--- src/rtl/vga_pattern_timing.sv ---
// VGA timing generator with a frame-synchronised test-pattern source.
// Feeds a 1-bit pixel plus registered sync, active flag and coordinates to the colour expander.
module vga_pattern_timing #(
  parameter int CLK_DIV  = 2,
  parameter int H_ACTIVE = 640,
  parameter int H_FP     = 16,
  parameter int H_SYNC   = 96,
  parameter int H_BP     = 48,
  parameter int V_ACTIVE = 480,
  parameter int V_FP     = 10,
  parameter int V_SYNC   = 2,
  parameter int V_BP     = 33,
  parameter int SQ_LOG2  = 5
) (
  input  logic       clk,
  input  logic       rst_n,
  input  logic [1:0] mode,
  output logic       hsync,
  output logic       vsync,
  output logic       video_on,
  output logic [9:0] pix_x,
  output logic [9:0] pix_y,
  output logic       color_out,
  output logic       frame_start
);

  localparam int H_TOTAL = H_ACTIVE + H_FP + H_SYNC + H_BP;
  localparam int V_TOTAL = V_ACTIVE + V_FP + V_SYNC + V_BP;
  localparam int DIV_W   = (CLK_DIV > 1) ? $clog2(CLK_DIV) : 1;

  localparam logic [9:0] H_LAST     = 10'(H_TOTAL - 1);
  localparam logic [9:0] V_LAST     = 10'(V_TOTAL - 1);
  localparam logic [9:0] HS_START   = 10'(H_ACTIVE + H_FP);
  localparam logic [9:0] HS_END     = 10'(H_ACTIVE + H_FP + H_SYNC);
  localparam logic [9:0] VS_START   = 10'(V_ACTIVE + V_FP);
  localparam logic [9:0] VS_END     = 10'(V_ACTIVE + V_FP + V_SYNC);
  localparam logic [9:0] H_ACT      = 10'(H_ACTIVE);
  localparam logic [9:0] V_ACT      = 10'(V_ACTIVE);
  localparam logic [9:0] H_ACT_LAST = 10'(H_ACTIVE - 1);
  localparam logic [9:0] V_ACT_LAST = 10'(V_ACTIVE - 1);

  logic [DIV_W-1:0] div_cnt;
  logic [9:0]       h_cnt;
  logic [9:0]       v_cnt;
  logic [1:0]       mode_q;
  logic             tick;
  logic             h_wrap;
  logic             v_wrap;
  logic             hs_n;
  logic             vs_n;
  logic             active;
  logic             pattern;
  logic             color;
  logic             origin;
  logic             origin_q;

  // With CLK_DIV = 1 the divider stays at 0, which equals CLK_DIV-1, so tick is permanently high.
  assign tick   = (div_cnt == DIV_W'(CLK_DIV - 1));
  assign h_wrap = (h_cnt == H_LAST);
  assign v_wrap = (v_cnt == V_LAST);
  assign origin = (h_cnt == 10'd0) && (v_cnt == 10'd0);

  always_ff @(posedge clk or negedge rst_n) begin
    if (!rst_n) begin
      div_cnt <= '0;
    end else if (tick) begin
      div_cnt <= '0;
    end else begin
      div_cnt <= div_cnt + 1'b1;
    end
  end

  // The pattern mode is latched only on the end-of-frame tick so a frame never mixes patterns.
  always_ff @(posedge clk or negedge rst_n) begin
    if (!rst_n) begin
      h_cnt  <= '0;
      v_cnt  <= '0;
      mode_q <= '0;
    end else if (tick) begin
      if (h_wrap) begin
        h_cnt <= '0;
        if (v_wrap) begin
          v_cnt  <= '0;
          mode_q <= mode;
        end else begin
          v_cnt <= v_cnt + 10'd1;
        end
      end else begin
        h_cnt <= h_cnt + 10'd1;
      end
    end
  end

  always_comb begin
    hs_n    = 1'b1;
    vs_n    = 1'b1;
    pattern = 1'b0;
    if ((h_cnt >= HS_START) && (h_cnt < HS_END)) hs_n = 1'b0;
    if ((v_cnt >= VS_START) && (v_cnt < VS_END)) vs_n = 1'b0;
    active = (h_cnt < H_ACT) && (v_cnt < V_ACT);
    case (mode_q)
      2'd1:    pattern = h_cnt[SQ_LOG2] ^ v_cnt[SQ_LOG2];
      2'd2:    pattern = (h_cnt == 10'd0) || (h_cnt == H_ACT_LAST) ||
                         (v_cnt == 10'd0) || (v_cnt == V_ACT_LAST);
      2'd3:    pattern = h_cnt[SQ_LOG2];
      default: pattern = 1'b0;
    endcase
    color = pattern && active;
  end

  // frame_start fires on the first clock the registered coordinates read (0,0), including right after reset.
  always_ff @(posedge clk or negedge rst_n) begin
    if (!rst_n) begin
      hsync       <= 1'b1;
      vsync       <= 1'b1;
      video_on    <= 1'b0;
      color_out   <= 1'b0;
      pix_x       <= '0;
      pix_y       <= '0;
      origin_q    <= 1'b0;
      frame_start <= 1'b0;
    end else begin
      hsync       <= hs_n;
      vsync       <= vs_n;
      video_on    <= active;
      color_out   <= color;
      pix_x       <= h_cnt;
      pix_y       <= v_cnt;
      origin_q    <= origin;
      frame_start <= origin && !origin_q;
    end
  end

endmodule
--- config.mk ---
export PLATFORM = sky130hd
export DESIGN_NAME = vga_pattern_timing
export DESIGN_NICKNAME = d
export VERILOG_FILES = /design/src/rtl/vga_pattern_timing.sv
export SDC_FILE = /design/constraint.sdc
export NUM_CORES = 1
export LEC_CHECK = 0
export BUFFER_PORTS_ARGS = -buffer_cell sky130_fd_sc_hd__buf_4
export CORE_MARGIN = 3
export CORE_UTILIZATION = 35
export DETAILED_ROUTE_END_ITERATION = 10
export HOLD_SLACK_MARGIN = 0.15
export PLACE_DENSITY = 0.52
export SLEW_MARGIN = 20
export SYNTH_ARGS = -nofsm -noshare
export SYNTH_HDL_FRONTEND = slang
export SYNTH_SLANG_ARGS = --single-unit
export TNS_END_PERCENT = 20
--- constraint.sdc ---
create_clock -name clk -period 1.7 [get_ports clk]
set_input_delay 0.17 -clock clk [delete_from_list [all_inputs] [get_ports clk]]
set_output_delay 0.17 -clock clk [all_outputs]
set_load 0.02 [all_outputs]
== Word level (Yosys, flattened, before mapping) ==
Index checks and enable logic that the tools add are counted.
Operators by class
  $add $sub $neg: 3
  $mul: 0
  divide/modulo/power cells: 0
  magnitude comparators: 6
  equality and inequality tests: 7
  shifts and indexed selects: 0
  mux-type cells: 6
  bitwise gates (word level): 1
  reductions and logical operators: 14
Operators with widths (number)
  == test 10 bit, second input constant: 3
  adder 10 x 1 -> 10 bit, second input constant: 2
  logical NOT 10 bit: 2
  less-than comparator 10 bit, second input constant: 2
  less-than comparator 10 x 9 -> 1 bit, second input constant: 2
  two-way mux 10 bit: 2
  == test 10 x 9 -> 1 bit, second input constant: 1
  greater-or-equal comparator 10 bit, second input constant: 1
  greater-or-equal comparator 10 x 9 -> 1 bit, second input constant: 1
  logical AND 1 bit: 6
  == test 2 bit, second input constant: 2
  logical OR 1 bit: 3
  two-way mux 1 bit: 3
  one-hot mux 1 bit (3 select lines): 1
  AND reduction 3 bit: 1
  == test 2 x 1 -> 1 bit, second input constant: 1
  AND reduction 2 bit: 1
  adder 1 bit, second input constant: 1
  logical NOT 1 bit: 1
  bitwise XOR 1 bit: 1
Word-level totals
  register bits after elaboration: 49
  bits in latches: 0
  memory bits (writable): 0
  ROM bits: 0
  output and inout bits: 25
  word-level logic and storage cells: 49
  memories: 0

== Logic depth before layout (Yosys ltp) ==
Gate-level depths: netlist of the first run.
  depth after elaboration: 6
  gate-level depth with buffers: 7

== Worst setup path after synthesis of the first run ==
Ideal clock, no wire load.
  path type: register to register
  from: register v_cnt[5]
  to: register mode_q[0]
  setup time: 0.125 ns
  arrival time: 1.687 ns
  data required time: 1.575 ns
  path slack: -0.112 ns
  cell stages (with the launch flop): 6
  path buffers: 1
  period minus slack after synthesis: 1.812 ns
  cell sequence: dfrtp_1 > buf_6 > nor4_2 > nor4b_4 > and2_1 > mux2_2
Between the ends
  cells in the longest elaborated chain, start to end: 2
RTL lines
  start: declaration: line 44  | logic [9:0] v_cnt;
  start signal: assignment: line 86  | v_cnt <= v_cnt + 10'd1;
  == test 10 bit: line 60  | assign v_wrap = (v_cnt == V_LAST);
  AND reduction 3 bit (no line)
  end signal: assignment: line 84  | mode_q <= mode;
  end: declaration: line 45  | logic [1:0] mode_q;
Every way passes these cells.
A chain may end at the register's enable or synchronous reset.

== Worst setup path after layout of the first run ==
  from: register v_cnt[8]
  to: register color_out
Between the ends
  cells in the longest elaborated chain, start to end: 5
RTL lines
  branches (longest 4 deep; another with less-than comparator 10 x 9 -> 1 bit)
  logical AND 1 bit *: line 108  | color = pattern && active;
  named net color: line 53  | logic color;
  end signal: assignment: line 126  | color_out <= color;
  end: declaration: line 23  | output logic color_out,
Mark *: on every way through the listed nets, which the timed path passes.

==> results of run 1 <==
metrics by stage:
step | power [mW] | area, µm² | hold slack [ps]
floorplan | 1.19 | 2050 | -126
global placement | 1.21 | 2550 | 213
detailed placement | 1.22 | 2550 | 230
CTS | 1.92 | 2690 | 409
global route | 1.97 | 2730 | 440
finish | 1.90 | 2730 | 419
cells in the mapped netlist (all sizes together), types with 2 or more instances:
library cell	count
nand3	5
xor2	4
nor3	6
and4b	2
mux2	2
inv	8
xnor2	4
and3	3
or4	2
or3	3
nand3b	3
a21oi	2
dfrtp	47
nand4	5
o31ai	2
nand2	13
and2	2
buf	3
nor2	13
o21ai	15
ha	5
dfstp	2
nor4	4
cell type report:
type / instances / area share
sequential: 49 / 0.449
multi-input combinational: 110 / 0.297
inverter: 8 / 0.0110
tap: 72 / 0.0330
clock buffer: 8 / 0.0330
timing repair buffer: 63 / 0.177
power by group through the flow:
stage	sequential (mW)	combinational [mW]	clock, mW
after detailed placement	1.19	0.0286	0
final	1.16	0.0320	0.701
after CTS	1.16	0.0342	0.720
after global routing	1.16	0.0378	0.767
after global placement	1.19	0.0273	0
after floorplan	1.19	0.0000458	0
per-layer routing:
| metal | up-vias | track usage | wire length, µm |
|---|---|---|---|
| met2 | 32 | 0.258 | 2400 |
| met3 | 6 | 0.0390 | 186 |
| met1 | 758 | 0.179 | 1840 |
| met5 | - | 0 | 0 |
| li1 | 733 | - | - |
| met4 | 0 | 0.0681 | 58 |
registers in the layout, indices dropped and copies added (netlist names):
signal / flops
pix_y: 10
vsync: 1
pix_x: 10
hsync: 1
mode_q: 2
frame_start: 1
v_cnt: 10
color_out: 1
video_on: 1
h_cnt: 10
div_cnt: 1
origin_q: 1
critical path, cell delays in order, from the launching register on:
cell and delay (ps):
dfrtp_1 410, nor4_4 320, nand3b_1 140, or4_4 440
a311oi_2 270, o21a_1 140
path summary, 6_finish.rpt:
| check | end | from | cells past startpoint |
|---|---|---|---|
| min reg2reg | frame_start$_DFF_PN0_ | origin_q$_DFF_PN0_ | 1 |
| min | frame_start$_DFF_PN0_ | origin_q$_DFF_PN0_ | 1 |
| max reg2reg | color_out$_DFF_PN0_ | v_cnt[8]$_DFFE_PN0P_ | 5 |
| max | color_out$_DFF_PN0_ | v_cnt[8]$_DFFE_PN0P_ | 5 |
| max in group asynchronous | origin_q$_DFF_PN0_ | rst_n | 2 |
| min in group asynchronous | pix_y[4]$_DFF_PN0_ | rst_n | 2 |
logic make-up after synthesis:
kind of cell	Yosys count
buf+inv	12
flops	49
mux	3
xor+xnor	8
simple gates	68
fa+ha+maj	5
compound gates	26
what timing repair did:
| action | CTS | global route |
|---|---|---|
| gates cloned | 0 | 0 |
| hold buffers | 3 | 0 |
| pin swaps | 0 | 3 |
| endpoints found under the hold margin | 49 | 0 |
| setup buffers | 0 | 2 |
| endpoints found under the setup margin | 8 | 12 |
| gates resized for setup | 4 | 7 |
==> impl_metrics.tcl, run 1 <==
set metrics [dict create \
    outcome "complete, but fails checks" \
    violations "setup timing" \
    ys_seq_area_frac 0.605 \
    grt_pass1_vias 1626 \
    port_buffers 28 \
    drt_iter0_drc 81 \
    die-height_um 82.1 \
    synth_top_family_by_area "simple AND/OR/NAND/NOR gates" \
    startpoint_type "flip-flop" \
    grt_max_degree 50 \
    htree_levels 2 \
    seq_area_mm2 0.00123 \
    final_common_cell "buf_4" \
    critPathCaptureType "flip-flop" \
    drive_gt1_frac 0.374 \
    routed_via_density 4.93 \
    synthSimpleGateAreaFrac 0.208 \
    grt_usage 0.152 \
    switching_share 0.207 \
    dp_hpwl_mm 3.23 \
    drtPass1Iterations 4 \
    fmax_mhz 560 \
    setup_tns_ps -86.0 \
    r2r_slack_ps -90 \
    finClkSkew_ps 10.5 \
    yosys-mux-area-fraction 0.0160 \
    wl_per_cell_um 14.5 \
    synth.largest_area_cell "dfrtp_1" \
    synth_warnings 0 \
    power_switching_mw 0.392 \
    p_leak_nw 1.31 \
    synth_edf_count 0 \
    yosys.area.top_type_share 0.580 \
    hold_violations 0 \
    p_seq_frac 0.614 \
    drt.antenna.violating_nets 0 \
    tightestPinTransition_ps 608 \
    drv_cap 0 \
    clockBufferDepth 2 \
    cts_made_buffers 5 \
    synth_compound_area_frac 0.0764 \
    synthFlopType "dfrtp_1" \
    power.share.clock 0.370 \
    antenna_found_initial 0 \
    min_period_over_period 1.05 \
    combPwrFrac 0.017 \
    netlist_instances 171 \
    min_path_type "flip-flop to flip-flop" \
    path_clk_slew_ps 80 \
    nets 246 \
    drc_errors 0 \
    core-area_mm2 0.00557 \
    num_vias 1529 \
    place_ws_ps -88.2 \
    final_cells 310 \
    antennaDiodeCount 0 \
    io_pins 29 \
    slew_viol_final 0 \
    postLayoutCoreUtil 0.490 \
    async_reset_ff_frac 1.00 \
    multi_input_area_um2 811 \
    fillers 503 \
    crit_fanout 2 \
    dieArea_mm2 0.00675 \
    cts_root_buf "clkbuf_8" \
    cts_sinks 49 \
    dp_cells 298 \
    path_class "flip-flop to flip-flop" \
    final_cell_mix "buf_4 (59), dfrtp_1 (47), nand2_1 (13)" \
    rows 27 \
    max-slew-margin-rel 0.595 \
    cell_internal_pwr_mw 1.51 \
    syn_area_per_cell_um2 11.9 \
    crit_required_ps 1930 \
    ir_worst_vdd_v 0.000307 \
    cts_tree "yes" \
    worstPathArrival_ps 2020 \
    syn2layout_area_growth_pct 34.7 \
    p_per_area_mw_per_mm2 694 \
    routed_wl_mm 4.48 \
    synth.distinct_cells 49 \
    grt_pass1_wl_mm 7.67 \
    rsz0062_at_grt "yes" \
    initial_utilization 0.364 \
    gp_routability_congestion 0.803 \
    overflow 0 \
    ys_ff_latch 49 \
    setup_slack_ps -86.0 \
    die_w_um 82.1 \
    synthAdderAreaFrac 0.0308 \
    syn-cell-area_mm2 0.00203 \
    clkLatencyLatePin_ps 300 \
    synth.net_count 180 \
    synthTopCellsByArea "dfrtp_1 (58%), o21ai_0 (3.7%), ha_1 (3.1%)" \
    fin_crit_ps 1790 \
    synthXorXnorAreaFrac 0.0345 \
    setup_violations 1 \
]
Power figures use the tool's default switching activity.
==> inputs of run 2 (changes only) <==
--- a/config.mk
+++ b/config.mk
@@ -5,13 +5,13 @@
 export SDC_FILE = /design/constraint.sdc
 export NUM_CORES = 1
 export LEC_CHECK = 0
-export BUFFER_PORTS_ARGS = -buffer_cell sky130_fd_sc_hd__buf_4
+export BUFFER_PORTS_ARGS = -buffer_cell sky130_fd_sc_hd__buf_2
+export CORE_ASPECT_RATIO = 0.9
 export CORE_MARGIN = 3
 export CORE_UTILIZATION = 35
 export DETAILED_ROUTE_END_ITERATION = 10
 export HOLD_SLACK_MARGIN = 0.15
 export PLACE_DENSITY = 0.52
-export SLEW_MARGIN = 20
 export SYNTH_ARGS = -nofsm -noshare
 export SYNTH_HDL_FRONTEND = slang
 export SYNTH_SLANG_ARGS = --single-unit
==> impl_metrics.tcl, run 2 (synthesis results as in run 1) <==
set metrics [dict create \
    outcome "complete, but fails checks" \
    violations "setup timing" \
    final_cell_mix "dfrtp_1 (47), buf_4 (33), buf_2 (28)" \
    cts_made_buffers 5 \
    critPathCaptureType "flip-flop" \
    final_cells 308 \
    num_vias 1526 \
    p_per_area_mw_per_mm2 760 \
    drv_cap 0 \
    grt_pass1_wl_mm 7.89 \
    fin_crit_ps 1790 \
    antenna_found_initial 0 \
    slew_viol_final 0 \
    drive_gt1_frac 0.386 \
    initial_utilization 0.373 \
    path_clk_slew_ps 90 \
    grt_max_degree 28 \
    routed_wl_mm 4.62 \
    crit_required_ps 1940 \
    finClkSkew_ps 8.93 \
    max-slew-margin-rel 0.630 \
    dp_hpwl_mm 3.46 \
    antennaDiodeCount 0 \
    rows 25 \
    hold_violations 0 \
    setup_tns_ps -91.4 \
    htree_levels 2 \
    holdWs_ps 394 \
    grt_usage 0.152 \
    crit_fanout 2 \
    clkLatencyLatePin_ps 290 \
    setup_violations 1 \
    core-area_mm2 0.00544 \
    postLayoutCoreUtil 0.494 \
    p_leak_nw 1.31 \
    fmax_mhz 558 \
    path_class "flip-flop to flip-flop" \
    gp_routability_congestion 0.810 \
    syn2layout_area_growth_pct 32.6 \
    drt.antenna.violating_nets 0 \
    cts_root_buf "clkbuf_8" \
    min_path_type "input port to async pin" \
    dieArea_mm2 0.00675 \
    r2r_slack_ps -90 \
    cts_tree "yes" \
    wl_per_cell_um 15.0 \
    rsz0062_at_grt "yes" \
    io_pins 29 \
    cts_sinks 49 \
    place_ws_ps -59.2 \
    nets 249 \
    startpoint_type "flip-flop" \
    drtPass1Iterations 4 \
    port_buffers 28 \
    clockBufferDepth 2 \
    grt_pass1_vias 1534 \
    setup_slack_ps -91.4 \
    routed_via_density 4.95 \
    tightestPinTransition_ps 555 \
    worstPathArrival_ps 2030 \
    final_common_cell "dfrtp_1" \
    overflow 0 \
    min_period_over_period 1.05 \
    die-height_um 78.2 \
    dp_cells 296 \
    die_w_um 86.3 \
    ir_worst_vdd_v 0.000480 \
    drt_iter0_drc 106 \
    drc_errors 0 \
]
==> run 2: worst paths after layout <==
path                                          to  depth (start not counted)                 start
setup / recovery             color_out$_DFF_PN0_                          5  v_cnt[8]$_DFFE_PN0P_
max in group asynchronous        hsync$_DFF_PN1_                          3                 rst_n
min in group clk           frame_start$_DFF_PN0_                          1    origin_q$_DFF_PN0_
hold reg to reg            frame_start$_DFF_PN0_                          1    origin_q$_DFF_PN0_
hold / removal                pix_x[1]$_DFF_PN0_                          2                 rst_n
setup reg to reg             color_out$_DFF_PN0_                          5  v_cnt[8]$_DFFE_PN0P_
==> run 2: metal layers <==
metal | vias up | GRT usage | part of all wire
met5 | - | 0 | 0
met1 | 729 | 0.226 | 0.48
li1 | 745 | - | -
met2 | 48 | 0.215 | 0.44
met4 | 0 | 0.0405 | 0.0084
met3 | 4 | 0.0472 | 0.071
==> run 2: cell type report <==
class | instances | area [µm²]
clock buffer | 7 | 86.3
clock inverter | 1 | 30.0
fill | 517 | 2750
inverter | 8 | 30.0
multi-input combinational | 110 | 783
sequential | 49 | 1230
tap | 67 | 83.8
timing repair buffer | 66 | 449
==> run 2: critical path, stage by stage, from the launching register on <==
cell and delay, ps:
dfrtp_1 410, nor4_4 290, nand3b_1 130, or4_4 450
a311oi_2 300, o21a_1 140
==> run 2: through the flow <==
stage	power, mW	cell area (µm²)
3_3_place_gp	1.22	2510
4_1_cts	2.07	2680
6_report	2.04	2690
2_1_floorplan	1.19	2050
5_1_grt	2.15	2690
3_5_place_dp	1.22	2510
==> run 2: power breakdown <==
group | switching (mW) | internal, mW
Sequential | 0 | 1.16
Clock | 0.365 | 0.480
Combinational | 0.0239 | 0.0115
==> run 2: repair_timing <==
action / in CTS / in global routing
resized for setup: 3 / 5
buffers inserted: 1 / 0
hold buffers: 3 / 0
hold endpoints to repair: 24 / 0
endpoints found under the setup margin: 9 / 13
pin swaps: 1 / 1
==> inputs of run 3 (changes only) <==
--- a/config.mk
+++ b/config.mk
@@ -6,12 +6,14 @@
 export NUM_CORES = 1
 export LEC_CHECK = 0
 export BUFFER_PORTS_ARGS = -buffer_cell sky130_fd_sc_hd__buf_2
+export CELL_PAD_IN_SITES_DETAIL_PLACEMENT = 1
+export CELL_PAD_IN_SITES_GLOBAL_PLACEMENT = 2
 export CORE_ASPECT_RATIO = 0.9
 export CORE_MARGIN = 3
-export CORE_UTILIZATION = 35
+export CORE_UTILIZATION = 33
 export DETAILED_ROUTE_END_ITERATION = 10
 export HOLD_SLACK_MARGIN = 0.15
-export PLACE_DENSITY = 0.52
+export PLACE_DENSITY = 0.7
 export SYNTH_ARGS = -nofsm -noshare
 export SYNTH_HDL_FRONTEND = slang
 export SYNTH_SLANG_ARGS = --single-unit
==> impl_metrics.tcl, run 3 (synthesis results as in run 1) <==
set metrics [dict create \
    outcome "complete, but fails checks" \
    violations "setup timing" \
    postPlaceCellArea_mm2 0.00253 \
    rows 26 \
    rsz0062_at_grt "yes" \
    antennaDiodeCount 0 \
    p_seq_frac 0.614 \
    grt_pass1_vias 1695 \
    routed_via_density 4.90 \
    slew_viol_final 0 \
    antenna_found_initial 0 \
    gr-usage-met2 0.246 \
    htree_levels 2 \
    cts_made_buffers 5 \
    power.share.clock 0.367 \
    grtUsageMet3 0.0308 \
    max-slew-margin-rel 0.679 \
    nets 254 \
    startpoint_type "flip-flop" \
    grt_pass1_wl_mm 8.50 \
    power_mw 1.90 \
    ir_worst_vdd_v 0.000307 \
    critPathCaptureType "flip-flop" \
    routed_wl_mm 4.99 \
    cp_top_family "simple AND/OR/NAND/NOR gates" \
    crit_required_ps 1940 \
    dieArea_mm2 0.00713 \
    die-height_um 80.4 \
    cp_slowest_cell "or4_4" \
    slowest_delay_ps 450 \
    clkLatencyLatePin_ps 300 \
    core-area_mm2 0.00582 \
    tightestPinTransition_ps 481 \
    final_cell_mix "dfrtp_1 (47), buf_4 (37), buf_2 (28)" \
    cts_tree "yes" \
    setup_slack_ps -110 \
    drive_gt1_frac 0.415 \
    drv_cap 0 \
    drc_errors 0 \
    final_common_cell "dfrtp_1" \
    drtPass1Iterations 4 \
    io_pins 29 \
    dp_hpwl_mm 3.76 \
    drt.antenna.violating_nets 0 \
    drt_iter0_drc 65 \
    syn2layout_area_growth_pct 34.3 \
    grt-busiest-layer "met2" \
    grtUsageMet1 0.214 \
    port_buffers 28 \
    p_leak_nw 1.33 \
    min_period_over_period 1.06 \
    cp_num_buf_inv 0 \
    clockBufferDepth 2 \
    initial_utilization 0.349 \
    power_switching_mw 0.389 \
    path_clk_slew_ps 90 \
    seq_area_mm2 0.00123 \
    min_path_type "input port to async pin" \
    switching_share 0.205 \
    finClkSkew_ps 8.70 \
    stdcell_area_mm2 0.00273 \
    gp_routability_congestion 0.765 \
    combPwrFrac 0.019 \
    path_class "flip-flop to flip-flop" \
    grt_max_degree 30 \
    p_per_area_mw_per_mm2 696 \
    hold_violations 0 \
    cell_internal_pwr_mw 1.51 \
    fmax_mhz 552 \
    overflow 0 \
    fillers 660 \
    crit_chain "nor4_4, nand3b_1, or4_4, a311oi_2, o21a_1" \
    crit_fanout 2 \
    holdWs_ps 351 \
    die_w_um 88.7 \
    wl_per_cell_um 15.8 \
    cts_root_buf "clkbuf_8" \
    fin_crit_ps 1810 \
    cts_sinks 49 \
    place_ws_ps -120 \
    setup_violations 5 \
    postLayoutCoreUtil 0.468 \
    num_vias 1549 \
    grt_usage 0.156 \
    worstPathArrival_ps 2050 \
    multi_input_area_um2 798 \
]
## run 3: cell count changes in the layout (fill, tap and decap cells not counted), moves of 2 or more
cell / before / now
o21ai_1: 9 / 7
inv_1: 7 / 5
o21ai_2: 1 / 3
inv_2: 1 / 3
buf_4: 33 / 37
## run 3: power by group through the flow
stage | Clock, mW | Combinational [mW] | Sequential, mW
floorplan | 0 | 0.0000458 | 1.19
global placement | 0 | 0.0319 | 1.19
detailed placement | 0 | 0.0326 | 1.19
CTS | 0.727 | 0.0381 | 1.16
global route | 0.774 | 0.0430 | 1.16
finish | 0.697 | 0.0359 | 1.16
## run 3: what timing repair did
action / 4_1_cts / 5_1_grt
pin swaps: 3 / 6
hold buffers: 3 / 0
hold endpoints to repair: 21 / 0
gates cloned: 0 / 0
endpoints found under the setup margin: 10 / 13
setup buffers: 2 / 1
gates resized for setup: 4 / 11
## run 3: layer usage
metal,vias up,part of all wire,wire length [µm]
met4,0,0.012,62
met5,-,0,0
met3,7,0.028,139
li1,748,-,-
met2,27,0.47,2330
met1,767,0.49,2460
## run 3: final timing paths
kind | end | slack (ps) | startpoint | cells past startpoint
hold reg to reg | frame_start$_DFF_PN0_ | 420 | origin_q$_DFF_PN0_ | 1
min in group clk | frame_start$_DFF_PN0_ | 420 | origin_q$_DFF_PN0_ | 1
hold / removal | pix_y[6]$_DFF_PN0_ | 350 | rst_n | 2
setup reg to reg | color_out$_DFF_PN0_ | -110 | v_cnt[8]$_DFFE_PN0P_ | 5
max in group asynchronous | vsync$_DFF_PN1_ | 760 | rst_n | 3
setup / recovery | color_out$_DFF_PN0_ | -110 | v_cnt[8]$_DFFE_PN0P_ | 5
## run 3: area by class of cell
class / instances / share of cell area
sequential: 49 / 0.451
multi-input combinational: 110 / 0.293
tap: 70 / 0.0321
timing repair buffer: 71 / 0.180
inverter: 8 / 0.0110
clock buffer: 8 / 0.0331
## run 3: metrics by stage
stage | setup TNS (ps) | std cells
finish | -201 | 316
global route | -763 | 316
CTS | -180 | 315
detailed placement | -238 | 302
global placement | -48.2 | 302
floorplan | -432 | 171
